File: src/rtl/vga_timing_pkg.sv
// Shared 640x480@60 timing defaults, datapath widths, raster flag payload and
// pattern encodings for the VGA frame sequencer and its timing generator.
package vga_timing_pkg;

    localparam int unsigned H_SYNC_PX   = 96;
    localparam int unsigned H_BACK_PX   = 48;
    localparam int unsigned H_ACTIVE_PX = 640;
    localparam int unsigned H_FRONT_PX  = 16;
    localparam int unsigned H_TOTAL_PX  = H_SYNC_PX + H_BACK_PX + H_ACTIVE_PX + H_FRONT_PX;

    localparam int unsigned V_SYNC_LN   = 2;
    localparam int unsigned V_BACK_LN   = 33;
    localparam int unsigned V_ACTIVE_LN = 480;
    localparam int unsigned V_FRONT_LN  = 10;
    localparam int unsigned V_TOTAL_LN  = V_SYNC_LN + V_BACK_LN + V_ACTIVE_LN + V_FRONT_LN;

    // Counter width sized for the larger of the two raster totals.
    localparam int unsigned CNT_W = $clog2((H_TOTAL_PX > V_TOTAL_LN) ? H_TOTAL_PX : V_TOTAL_LN);
    localparam int unsigned RGB_W = 16;
    localparam int unsigned PAT_W = 2;

    typedef logic [PAT_W-1:0] pattern_t;

    typedef enum logic [PAT_W-1:0] {
        COLORBAR = 2'd0,
        GRID     = 2'd1,
        GRADIENT = 2'd2,
        SOLID    = 2'd3
    } pattern_e;

    typedef struct packed {
        logic hsync_n;
        logic vsync_n;
        logic de;
        logic first;
    } raster_flags_t;

    localparam raster_flags_t FLAGS_IDLE = '{hsync_n: 1'b1, vsync_n: 1'b1, de: 1'b0, first: 1'b0};

    // Wraps num-1 back to COLORBAR; a single-pattern set stays on COLORBAR.
    function automatic pattern_t next_pattern(input pattern_t cur, input int unsigned num);
        pattern_t nxt;
        nxt = pattern_t'(COLORBAR);
        if ((num > 1) && (32'(cur) < (num - 1))) begin
            nxt = cur + PAT_W'(1);
        end
        return nxt;
    endfunction

endpackage

File: src/rtl/vga_timing_gen.sv
// Raster counters (hcnt/vcnt) plus combinational sync, active, frame-first and
// frame-boundary flags decoded from the current counter value.
module vga_timing_gen
    import vga_timing_pkg::*;
#(
    parameter int unsigned H_SYNC   = H_SYNC_PX,
    parameter int unsigned H_BACK   = H_BACK_PX,
    parameter int unsigned H_ACTIVE = H_ACTIVE_PX,
    parameter int unsigned H_FRONT  = H_FRONT_PX,
    parameter int unsigned V_SYNC   = V_SYNC_LN,
    parameter int unsigned V_BACK   = V_BACK_LN,
    parameter int unsigned V_ACTIVE = V_ACTIVE_LN,
    parameter int unsigned V_FRONT  = V_FRONT_LN
) (
    input  logic             clk,
    input  logic             rst_n,
    output logic [CNT_W-1:0] o_hcnt,
    output logic [CNT_W-1:0] o_vcnt,
    output raster_flags_t    o_flags_c,
    output logic             o_boundary_c
);

    localparam int unsigned H_TOTAL  = H_SYNC + H_BACK + H_ACTIVE + H_FRONT;
    localparam int unsigned V_TOTAL  = V_SYNC + V_BACK + V_ACTIVE + V_FRONT;
    localparam int unsigned H_ACT_LO = H_SYNC + H_BACK;
    localparam int unsigned H_ACT_HI = H_ACT_LO + H_ACTIVE;
    localparam int unsigned V_ACT_LO = V_SYNC + V_BACK;
    localparam int unsigned V_ACT_HI = V_ACT_LO + V_ACTIVE;

    if ((H_TOTAL > (2 ** CNT_W)) || (V_TOTAL > (2 ** CNT_W))) begin : g_bad_size
        $error("vga_timing_gen: raster totals exceed counter width");
    end

    logic [CNT_W-1:0] r_hcnt;
    logic [CNT_W-1:0] r_vcnt;
    logic [CNT_W-1:0] w_hcnt_nxt;
    logic [CNT_W-1:0] w_vcnt_nxt;
    logic             w_h_last;
    logic             w_v_last;
    logic             w_h_act;
    logic             w_v_act;

    assign w_h_last = (r_hcnt == CNT_W'(H_TOTAL - 1));
    assign w_v_last = (r_vcnt == CNT_W'(V_TOTAL - 1));

    // vcnt steps only on the last pixel of a line.
    always_comb begin
        w_hcnt_nxt = r_hcnt + CNT_W'(1);
        w_vcnt_nxt = r_vcnt;
        if (w_h_last) begin
            w_hcnt_nxt = '0;
            w_vcnt_nxt = w_v_last ? '0 : (r_vcnt + CNT_W'(1));
        end
    end

    always_ff @(posedge clk or negedge rst_n) begin
        if (!rst_n) begin
            r_hcnt <= '0;
            r_vcnt <= '0;
        end else begin
            r_hcnt <= w_hcnt_nxt;
            r_vcnt <= w_vcnt_nxt;
        end
    end

    assign w_h_act = (r_hcnt >= CNT_W'(H_ACT_LO)) && (r_hcnt < CNT_W'(H_ACT_HI));
    assign w_v_act = (r_vcnt >= CNT_W'(V_ACT_LO)) && (r_vcnt < CNT_W'(V_ACT_HI));

    always_comb begin
        o_flags_c         = FLAGS_IDLE;
        o_flags_c.hsync_n = (r_hcnt >= CNT_W'(H_SYNC));
        o_flags_c.vsync_n = (r_vcnt >= CNT_W'(V_SYNC));
        o_flags_c.de      = w_h_act && w_v_act;
        o_flags_c.first   = (r_hcnt == '0) && (r_vcnt == '0);
    end

    assign o_boundary_c = w_h_last && w_v_last;
    assign o_hcnt       = r_hcnt;
    assign o_vcnt       = r_vcnt;

endmodule

File: src/rtl/vga_frame_sequencer.sv
// VGA raster timing, pattern scheduling and 3-stage output alignment around an
// external RGB565 generator. Define VGA_SEQ_AUTO_EN for frame-counted auto advance.
module vga_frame_sequencer
    import vga_timing_pkg::*;
#(
    parameter int unsigned H_SYNC             = H_SYNC_PX,
    parameter int unsigned H_BACK             = H_BACK_PX,
    parameter int unsigned H_ACTIVE           = H_ACTIVE_PX,
    parameter int unsigned H_FRONT            = H_FRONT_PX,
    parameter int unsigned V_SYNC             = V_SYNC_LN,
    parameter int unsigned V_BACK             = V_BACK_LN,
    parameter int unsigned V_ACTIVE           = V_ACTIVE_LN,
    parameter int unsigned V_FRONT            = V_FRONT_LN,
    parameter int unsigned FRAMES_PER_PATTERN = 60,
    parameter int unsigned NUM_PATTERNS       = 4
) (
    input  logic             clk,
    input  logic             rst_n,
    input  logic             pause,
    input  logic             step,
    input  logic [RGB_W-1:0] pix_data,
    output logic             pix_req,
    output logic [CNT_W-1:0] pix_x,
    output logic [CNT_W-1:0] pix_y,
    output logic [PAT_W-1:0] pattern_sel,
    output logic [RGB_W-1:0] rgb_565,
    output logic             hsync,
    output logic             vsync,
    output logic             de,
    output logic             frame_start
);

    localparam int unsigned H_ACT_LO = H_SYNC + H_BACK;
    localparam int unsigned V_ACT_LO = V_SYNC + V_BACK;

    if ((FRAMES_PER_PATTERN < 1) || (NUM_PATTERNS < 1) || (NUM_PATTERNS > (2 ** PAT_W))) begin : g_bad_cfg
        $error("vga_frame_sequencer: unsupported FRAMES_PER_PATTERN/NUM_PATTERNS");
    end

    logic [CNT_W-1:0] w_hcnt;
    logic [CNT_W-1:0] w_vcnt;
    raster_flags_t    w_flags;
    logic             w_boundary;

    vga_timing_gen #(
        .H_SYNC   (H_SYNC),
        .H_BACK   (H_BACK),
        .H_ACTIVE (H_ACTIVE),
        .H_FRONT  (H_FRONT),
        .V_SYNC   (V_SYNC),
        .V_BACK   (V_BACK),
        .V_ACTIVE (V_ACTIVE),
        .V_FRONT  (V_FRONT)
    ) u_timing (
        .clk          (clk),
        .rst_n        (rst_n),
        .o_hcnt       (w_hcnt),
        .o_vcnt       (w_vcnt),
        .o_flags_c    (w_flags),
        .o_boundary_c (w_boundary)
    );

    pattern_t r_pattern;
    pattern_t w_pattern_nxt;
    logic     r_step_pend;
    logic     w_step_pend_nxt;
    logic     w_step_req;
    logic     w_advance;

`ifdef VGA_SEQ_AUTO_EN
    localparam int unsigned FCNT_W = (FRAMES_PER_PATTERN > 1) ? $clog2(FRAMES_PER_PATTERN) : 1;

    logic [FCNT_W-1:0] r_fcnt;
    logic [FCNT_W-1:0] w_fcnt_nxt;
    logic              w_auto_due;

    assign w_auto_due = !pause && (r_fcnt == FCNT_W'(FRAMES_PER_PATTERN - 1));
`else
    logic w_unused_pause;
    assign w_unused_pause = pause;
`endif

    // A step in the boundary cycle itself is honoured at that boundary; any
    // number of steps plus an auto advance still move the pattern by one.
    always_comb begin
        w_step_req      = r_step_pend | step;
        w_step_pend_nxt = w_step_req;
        w_advance       = 1'b0;
        w_pattern_nxt   = r_pattern;
`ifdef VGA_SEQ_AUTO_EN
        w_fcnt_nxt      = r_fcnt;
`endif
        if (w_boundary) begin
            w_step_pend_nxt = 1'b0;
`ifdef VGA_SEQ_AUTO_EN
            w_advance = w_step_req | w_auto_due;
            if (w_advance) begin
                w_fcnt_nxt = '0;
            end else if (!pause) begin
                w_fcnt_nxt = r_fcnt + FCNT_W'(1);
            end
`else
            w_advance = w_step_req;
`endif
            if (w_advance) begin
                w_pattern_nxt = next_pattern(r_pattern, NUM_PATTERNS);
            end
        end
    end

    always_ff @(posedge clk or negedge rst_n) begin
        if (!rst_n) begin
            r_pattern   <= pattern_t'(COLORBAR);
            r_step_pend <= 1'b0;
        end else begin
            r_pattern   <= w_pattern_nxt;
            r_step_pend <= w_step_pend_nxt;
        end
    end

`ifdef VGA_SEQ_AUTO_EN
    always_ff @(posedge clk or negedge rst_n) begin
        if (!rst_n) begin
            r_fcnt <= '0;
        end else begin
            r_fcnt <= w_fcnt_nxt;
        end
    end
`endif

    logic [CNT_W-1:0] r_pix_x;
    logic [CNT_W-1:0] r_pix_y;
    logic             r_pix_req;
    raster_flags_t    r_s1;
    raster_flags_t    r_s2;
    logic [RGB_W-1:0] r_rgb;
    logic             r_hsync;
    logic             r_vsync;
    logic             r_de;
    logic             r_frame_start;

    // Stage 1 requests a pixel, stage 2 waits on the generator, stage 3 drives pins.
    always_ff @(posedge clk or negedge rst_n) begin
        if (!rst_n) begin
            r_pix_req     <= 1'b0;
            r_pix_x       <= '0;
            r_pix_y       <= '0;
            r_s1          <= FLAGS_IDLE;
            r_s2          <= FLAGS_IDLE;
            r_rgb         <= '0;
            r_hsync       <= 1'b1;
            r_vsync       <= 1'b1;
            r_de          <= 1'b0;
            r_frame_start <= 1'b0;
        end else begin
            r_pix_req     <= w_flags.de;
            r_pix_x       <= w_flags.de ? (w_hcnt - CNT_W'(H_ACT_LO)) : '0;
            r_pix_y       <= w_flags.de ? (w_vcnt - CNT_W'(V_ACT_LO)) : '0;
            r_s1          <= w_flags;
            r_s2          <= r_s1;
            r_rgb         <= r_s2.de ? pix_data : '0;
            r_hsync       <= r_s2.hsync_n;
            r_vsync       <= r_s2.vsync_n;
            r_de          <= r_s2.de;
            r_frame_start <= r_s2.first;
        end
    end

    assign pix_req     = r_pix_req;
    assign pix_x       = r_pix_x;
    assign pix_y       = r_pix_y;
    assign pattern_sel = r_pattern;
    assign rgb_565     = r_rgb;
    assign hsync       = r_hsync;
    assign vsync       = r_vsync;
    assign de          = r_de;
    assign frame_start = r_frame_start;

endmodule

File: config.mk
export PLATFORM = sky130hd
export DESIGN_NAME = vga_frame_sequencer
export DESIGN_NICKNAME = d
export VERILOG_FILES = /design/src/rtl/vga_timing_pkg.sv /design/src/rtl/vga_timing_gen.sv /design/src/rtl/vga_frame_sequencer.sv
export SDC_FILE = /design/constraint.sdc
export NUM_CORES = 1
export LEC_CHECK = 0
export ABC_CLOCK_PERIOD_IN_PS = 1750
export BUFFER_PORTS_ARGS = -buffer_cell sky130_fd_sc_hd__buf_4
export CORE_MARGIN = 3
export CORE_UTILIZATION = 49
export DETAILED_ROUTE_END_ITERATION = 6
export GPL_TIMING_DRIVEN = 0
export PLACE_DENSITY = 0.73
export SYNTH_ARGS = -nofsm -noshare
export SYNTH_HDL_FRONTEND = slang
export SYNTH_SLANG_ARGS = --single-unit
File: constraint.sdc
create_clock -name clk -period 1.75 [get_ports clk]
set_input_delay 0.35 -clock clk [delete_from_list [all_inputs] [get_ports clk]]
set_output_delay 0.35 -clock clk [all_outputs]
set_load 0.005 [all_outputs]
=== After elaboration in Yosys (flattened, before gate mapping) ===
Index checks and enable logic that the tools add are counted.

* Add/sub/neg operators: 5
* $lt $le $gt $ge: 7
* Equality and inequality tests: 2
* Muxes and demuxes: 7
* Bitwise logic cells: 1
* Reduce and logical (&&, ||, !) cells: 8

{| class="wikitable"
|+ Operator list
! operator !! number
|-
| 10-bit 2-to-1 mux || 4
|-
| 10-bit by 1-bit adder with 10-bit output (second input constant) || 2
|-
| 10-bit equality test (second input constant) || 2
|-
| 10-bit zero test || 2
|-
| 10-bit < comparator (second input constant) || 2
|-
| 16-bit 2-to-1 mux || 1
|-
| 10-bit by 2-bit greater-or-equal comparator with 1-bit output (second input constant) || 1
|-
| 10-bit by 6-bit greater-or-equal comparator with 1-bit output (second input constant) || 1
|-
| 10-bit by 7-bit greater-or-equal comparator with 1-bit output (second input constant) || 1
|-
| 10-bit by 8-bit greater-or-equal comparator with 1-bit output (second input constant) || 1
|-
| 10-bit by 6-bit subtractor with 10-bit output (second input constant) || 1
|-
| 10-bit by 8-bit subtractor with 10-bit output (second input constant) || 1
|-
| 1-bit logical AND || 5
|-
| 2-bit by 1-bit adder with 2-bit output (second input constant) || 1
|-
| 2-bit < comparator (second input constant) || 1
|-
| 2-bit 2-to-1 mux || 1
|-
| 2-bit AND reduction || 1
|-
| 1-bit 2-to-1 mux || 1
|-
| 1-bit bitwise OR || 1
|}

* Flip-flop bits (word level): 71
* Bits of input ports: 20
* Output and inout port bits: 43
* Logic and storage cells: 49

=== Depth between registers and ports, before layout ===
Gate-level depths: netlist (run 1).

* Depth after elaboration: 4
* Depth in mapped cells: 8
* Depth with buffers taken out: 6

=== Hierarchy ===
Synthesis (run 1) repeated with hierarchy kept, for this count alone.

* Cell total of the unflattened synthesis: 245
* Area, all modules: 2900.3 um^2

{| class="wikitable"
|+ Modules (own cells, without submodules)
! module !! times used !! cells an instance !! area each (um^2) !! sequential area each (um^2)
|-
| vga_frame_sequencer || 1 || 129 || 1779.2 || 1283.7
|-
| vga_timing_gen || 1 || 116 || 1121.1 || 500.5
|}

=== Worst setup path before layout (run 1) ===
No wires, ideal clock.

* Path type: register to register
* From: register u_timing.r_hcnt[5] (netlist: u_timing.o_hcnt[5])
* To: register r_pattern[1] (netlist: pattern_sel[1])
* Setup time: 0.125 ns
* Data arrival time: 1.605 ns
* Data required time: 1.625 ns
* Slack: 0.020 ns
* Cell stages (with the launch flop): 7
* Path buffers: 0
* Period minus slack after synthesis: 1.730 ns
* Cells stage by stage: dfrtp_1 -> inv_1 -> ha_1 -> and3_1 -> nand3_2 -> nor3_1 -> mux2_2

* Word-level cells in the longest chain between the ends: 3

{| class="wikitable"
|+ Ends and longest elaborated chain
! item !! line !! text
|-
| start: declaration || vga_timing_gen.sv:34 || <nowiki>logic [CNT_W-1:0] r_hcnt;</nowiki>
|-
| start signal: assignment || vga_timing_gen.sv:61 || <nowiki>r_hcnt <= w_hcnt_nxt;</nowiki>
|-
| 10-bit equality test || vga_timing_gen.sv:43 || <nowiki>assign w_h_last = (r_hcnt == CNT_W'(H_TOTAL - 1));</nowiki>
|-
| 1-bit logical AND || vga_timing_gen.sv:77 || <nowiki>assign o_boundary_c = w_h_last && w_v_last;</nowiki>
|-
| 2-bit AND reduction (no source line) || n/a ||
|-
| end signal: assignment || vga_frame_sequencer.sv:113 || <nowiki>r_pattern <= pattern_t'(COLORBAR);</nowiki>
|-
| end signal: assignment || vga_frame_sequencer.sv:116 || <nowiki>r_pattern <= w_pattern_nxt;</nowiki>
|-
| end: declaration || vga_frame_sequencer.sv:63 || <nowiki>pattern_t r_pattern;</nowiki>
|}

Every way passes these cells.
A chain may end at the register's enable or synchronous reset.

=== Worst setup path in the final report (run 1) ===
* From: register u_timing.r_hcnt[0] (netlist: u_timing.o_hcnt[0])
* To: register r_pattern[0] (netlist: pattern_sel[0])

Same word-level chain as after synthesis.

==> results of run 1 <==
[layer usage]
layer / global-route usage / up-vias / part of all wire
li1: - / 1072 / -
met1: 0.252 / 1081 / 0.45
met2: 0.277 / 75 / 0.46
met3: 0.0573 / 10 / 0.070
met4: 0.0835 / 0 / 0.017
met5: 0 / - / 0
[flip-flops by register name (all words and copies together) (netlist names)]
signal and cells:
pattern_sel 2, u_timing.o_hcnt 10, rgb_565 16, vsync 1
r_s1 4, r_s2 4, r_step_pend 1, pix_x 10
frame_start 1, de 1, u_timing.o_vcnt 10, pix_y 10
hsync 1
[cell usage after synthesis, types with 4 or more instances]
library cell and number:
xor2_1 5, nand2_1 8, dfstp_2 6, a21oi_1 11, o21ai_0 6, and2_1 20
and3_1 7, dfrtp_1 65, xnor2_1 12, nor2_1 16, ha_1 11, nand4_1 5
mux2i_1 4, nor3_1 21, nor3b_1 5, clkbuf_1 5, nand3_1 8, buf_2 10
inv_1 8
[where the power goes]
group | switching [mW] | internal, mW
clock | 0.574 | 0.646
sequential | 0.00126 | 1.64
combinational | 0.0349 | 0.0272
[final timing paths]
path	endpoint	slack [ns]	cells past startpoint
max	pattern_sel[0]$_DFFE_PN0P_	0.01	6
min	rgb_565[14]$_DFF_PN0_	0.12	1
max reg2reg	pattern_sel[0]$_DFFE_PN0P_	0.01	6
min reg2reg	frame_start$_DFF_PN0_	0.35	0
max in group asynchronous	u_timing.o_hcnt[4]$_DFF_PN0_	1.03	1
min in group clk	rgb_565[12]$_DFF_PN0_	0.22	2
[final cells by class]
type	instances	area (um2)
sequential	71	1790
clock buffer	11	131
timing repair buffer	76	571
clock inverter	4	47.5
multi-input combinational	166	1340
tap	75	93.8
buffer	18	143
fill	435	1810
inverter	8	30.0
[timing repair]
| action | in CTS | in global routing |
|---|---|---|
| hold endpoints to repair | 0 | 0 |
| hold buffers | 0 | 0 |
| cloned | 0 | 0 |
| gates resized for setup | 36 | 34 |
| endpoints found under the setup margin | 30 | 30 |
| pin swaps | 5 | 3 |
| setup buffers | 11 | 4 |
[kinds of logic (layout without fill, tap and decap cells)]
logic type               count (synthesis)  in the layout
AND/OR/NAND/NOR                        106            106
flip-flops                              71             71
AO/OA/AOI/OAI                           27             27
buffers and inverters                   27            117
XOR/XNOR                                17             17
adder cells (fa/ha/maj)                 11             11
multiplexers                             5              5
==> results.yml, run 1 <==
status:
  status: "complete, no violations"
place:
  place_congestion: 0.774
  dp_hpwl_um: 4170
  port_buffers: 61
  pre_cts_slack_ns: -0.290
  dp.cells: 400
  place_area_um2: 3600
setup_path:
  critPathLaunch: "u_timing.o_hcnt[0]$_DFF_PN0_"
  crit_fanout: 4
  cpLargestDelayFamily: "simple AND/OR/NAND/NOR gates"
  timing.rr.start: "u_timing.o_hcnt[0]$_DFF_PN0_"
  slowest_stage: "or4_4"
  cp_cell_sequence: "ha_2, and3_1, buf_6, nand3_4, or4_4, mux2i_1"
  crit_type: "flop to flop"
  endpoint_kind: "flop"
  path_buf_inv: 1
  required_ns: 2.01
  arrival_ns: 2.00
  start_kind: "flop"
  crit_path_max_incr_delay_ns: 0.52
yosys:
  synth_top_family_by_area: "simple AND/OR/NAND/NOR gates"
  synth_compound_area_frac: 0.0575
  yosys.area_share.simple: 0.203
  ys_types: 42
  synthXorXnorAreaFrac: 0.0489
  synth_largest_area_cell: "dfrtp_1"
  postSynthAreaPerCell_um2: 11.5
  syn-cell-area_um2: 3050
  yosysTopAreaCellShare: 0.534
  synthAdderAreaFrac: 0.0452
  synthTopCellsByArea: "dfrtp_1, dfstp_2, ha_1, and2_1, nor3_1"
  syn-instance-count: 264
  ys.flop_type: "dfrtp_1"
  syn_nets: 295
  synth_edf_count: 0
  synth_mux_area_frac: 0.0168
  async_flop_share: 1.00
  yosysWarningCount: 0
  ys_seq_area_frac: 0.586
  ys_ff_latch: 71
floorplanning:
  die_area_um2: 7200
  fp-row-count: 28
  fp.dieW_um: 84.9
  start_util: 0.512
  die_h_um: 84.9
  core_um2: 5960
  ios: 63
sta:
  period_minus_slack_ns: 1.74
  final-hold-violation-count: 0
  setup_violations: 0
  max_freq_mhz: 575
  skew_ns: 0.00496
  timing.final.crit_share: 0.994
  setup_tns_ns: 0
  maxSlewViolCount: 0
  whs_ns: 0.122
  relSlewSlack: 0.434
  tightest_slew_ns: 0.850
  rsz0062_at_grt: "yes"
  layout_setup_ws_ns: 0.0114
clock_network:
  clock_latency_ns: 0.34
  cts_root_buffer: "clkbuf_8"
  clk_pin_slew_worst_paths_ns: 0.07
  clkSinkCount: 71
  cts_tree: "done"
  cts_made_buffers: 9
  h-tree-depth: 3
  cts.path.max_buffers: 2
drt:
  postRouteAntennaNets: 0
  drt_iter0_markers: 91
  drc: 0
  routedWlPerCell_um: 15.3
  wirelength_um: 6580
  viasPerCell: 5.22
  drt-pass1-iter-count: 4
  vias: 2238
global_route:
  grt_pass1_wl_um: 10400
  grt_pass1_vias: 2146
  grt_start_max_net_pins: 72
  gr-total-overflow: 0
  antenna_found_initial: 0
  grt_usage: 0.186
run:
  maxCapViolations: 0
finish:
  antenna_cells: 0
  fin_cells: 429
  nets: 381
  final_common_cell: "buf_4"
  layout_common_cells: "buf_4, dfrtp_1, and2_1"
  final_area_um2: 4140
  area_delta_synth_final_pct: 36.0
  fin_util: 0.696
  drive_above_1_share: 0.446
pwr:
  power_mw: 2.93
  irDropWorstVdd_v: 0.000447
  p_leak_nw: 2.02
  power.density_nw_per_um2: 706
worst_hold_path:
  hold_path_class: "primary input to asynchronous set/reset pin"
Power figures use the tool's default switching activity.
==> inputs of run 2 (changes only) <==
PLACE_DENSITY = 0.81   (was 0.73)
==> run 2 against run 1 <==
  * The run now ends with setup timing left
  * Final area is 4.3% higher
  * Sequential share of layout area is 1.8 points lower
  * Via count is 5.5% higher
  * Fmax is 3.7% lower
  * Worst hold slack worse by 0.0065 ns
  * Critical endpoint is now pix_x[0]$_DFF_PN0_
  * Largest cell class unchanged
==> results.yml, run 2 (synthesized netlist as in run 1, its figures left out) <==
status:
  status: "finished, violations left"
  violations: "setup timing"
pwr:
  p_leak_nw: 2.14
  irDropWorstVdd_v: 0.000455
  power.density_nw_per_um2: 703
drt:
  postRouteAntennaNets: 0
  vias: 2361
  drc: 0
  wirelength_um: 7220
  drt-pass1-iter-count: 4
  viasPerCell: 5.34
  drt_iter0_markers: 111
  routedWlPerCell_um: 16.3
sta:
  max_freq_mhz: 554
  skew_ns: 0.00816
  tightest_slew_ns: 0.847
  rsz0062_at_grt: "yes"
  setup_violations: 22
  final-hold-violation-count: 0
  timing.final.crit_share: 1.03
  layout_setup_ws_ns: -0.0563
  relSlewSlack: 0.435
  period_minus_slack_ns: 1.81
  maxSlewViolCount: 0
place:
  place_congestion: 0.835
  place_area_um2: 3600
  dp_hpwl_um: 4170
  port_buffers: 61
floorplanning:
  ios: 63
  die_h_um: 84.9
  core_um2: 5960
  start_util: 0.512
  die_area_um2: 7200
  fp-row-count: 28
  fp.dieW_um: 84.9
finish:
  final_area_um2: 4320
  largest_register_ffs: 16
  antenna_cells: 0
  nets: 393
  multi_input_area_um2: 1370
  fillers: 395
  regArea_um2: 1790
  fin_util: 0.725
  final_common_cell: "buf_4"
  layout_common_cells: "buf_4, dfrtp_1, and2_1"
  area_delta_synth_final_pct: 41.8
  drive_above_1_share: 0.474
setup_path:
  crit_type: "flop to flop"
  cpLargestDelayFamily: "compound AO/OA/AOI/OAI gates"
  slowest_stage: "dfrtp_2"
  crit_fanout: 6
  crit_path_max_incr_delay_ns: 0.47
  arrival_ns: 2.04
  required_ns: 1.98
  path_buf_inv: 1
  cp_cell_sequence: "ha_4, o41ai_4, a21oi_2, nor2b_4, clkbuf_16, nor3_2"
  endpoint_kind: "flop"
  start_kind: "flop"
clock_network:
  cts_root_buffer: "clkbuf_8"
  cts_tree: "done"
  clock_latency_ns: 0.34
  clk_pin_slew_worst_paths_ns: 0.08
  hold_buffers: 0
  cts_made_buffers: 9
  cts.path.max_buffers: 2
  clkSinkCount: 71
  h-tree-depth: 3
global_route:
  grt_pass1_vias: 2174
  grt_usage: 0.181
  grt_pass1_wl_um: 10200
  gr-total-overflow: 0
  antenna_found_initial: 0
  grt_start_max_net_pins: 72
run:
  maxCapViolations: 0
worst_hold_path:
  hold_path_class: "primary input to asynchronous set/reset pin"
## run 2: timing repair
item / CTS / global route
gates resized for setup: 29 / 52
pin swaps: 4 / 12
setup buffers: 6 / 19
setup endpoints to repair: 29 / 29
cloned: 0 / 2
## run 2: layout make-up
type / count / area share
plain buffers: 18 / 0.0339
clock buffers: 10 / 0.0319
clock inverters: 6 / 0.0159
inverters: 8 / 0.00695
multi-input cells: 166 / 0.318
flip-flops and latches: 71 / 0.414
well taps: 75 / 0.0217
repair buffers: 88 / 0.158
## run 2: worst paths after layout
path,slack [ns],cells past startpoint,startpoint,to
max,-0.06,6,u_timing.o_vcnt[0]$_DFFE_PN0N_,pix_x[0]$_DFF_PN0_
min,0.12,1,rst_n,rgb_565[8]$_DFF_PN0_
max reg2reg,-0.06,6,u_timing.o_vcnt[0]$_DFFE_PN0N_,pix_x[0]$_DFF_PN0_
min reg2reg,0.36,0,r_s1[2]$_DFF_PN1_,r_s2[2]$_DFF_PN1_
max in group asynchronous,1.04,1,rst_n,u_timing.o_hcnt[4]$_DFF_PN0_
min in group clk,0.22,2,pix_data[8],rgb_565[8]$_DFF_PN0_
## run 2: report_power, final
group / leakage (nW) / internal [mW] / switching (mW)
Combinational: 1.10 / 0.0280 / 0.0353
Clock: 0.103 / 0.704 / 0.626
Sequential: 0.943 / 1.64 / 0.00125
## run 2: through the flow
step                worst slack [ns]  instances  setup TNS, ns  power, mW  hold slack (ns)
finish                       -0.0563        442         -0.920       3.04            0.116
global route                  -0.150        442          -2.67       3.14            0.187
CTS                          0.00304        421              0       3.06            0.139
detailed placement            -0.258        400          -5.50       1.74            0.343
global placement              -0.252        400          -4.73       1.74            0.333
floorplan                     0.0202        264              0       1.68           0.0544
## run 2: layer usage
metal	global-route usage	wire, um
met1	0.247	3190
met4	0.0777	137
met5	0	0
met2	0.278	3470
met3	0.0447	423
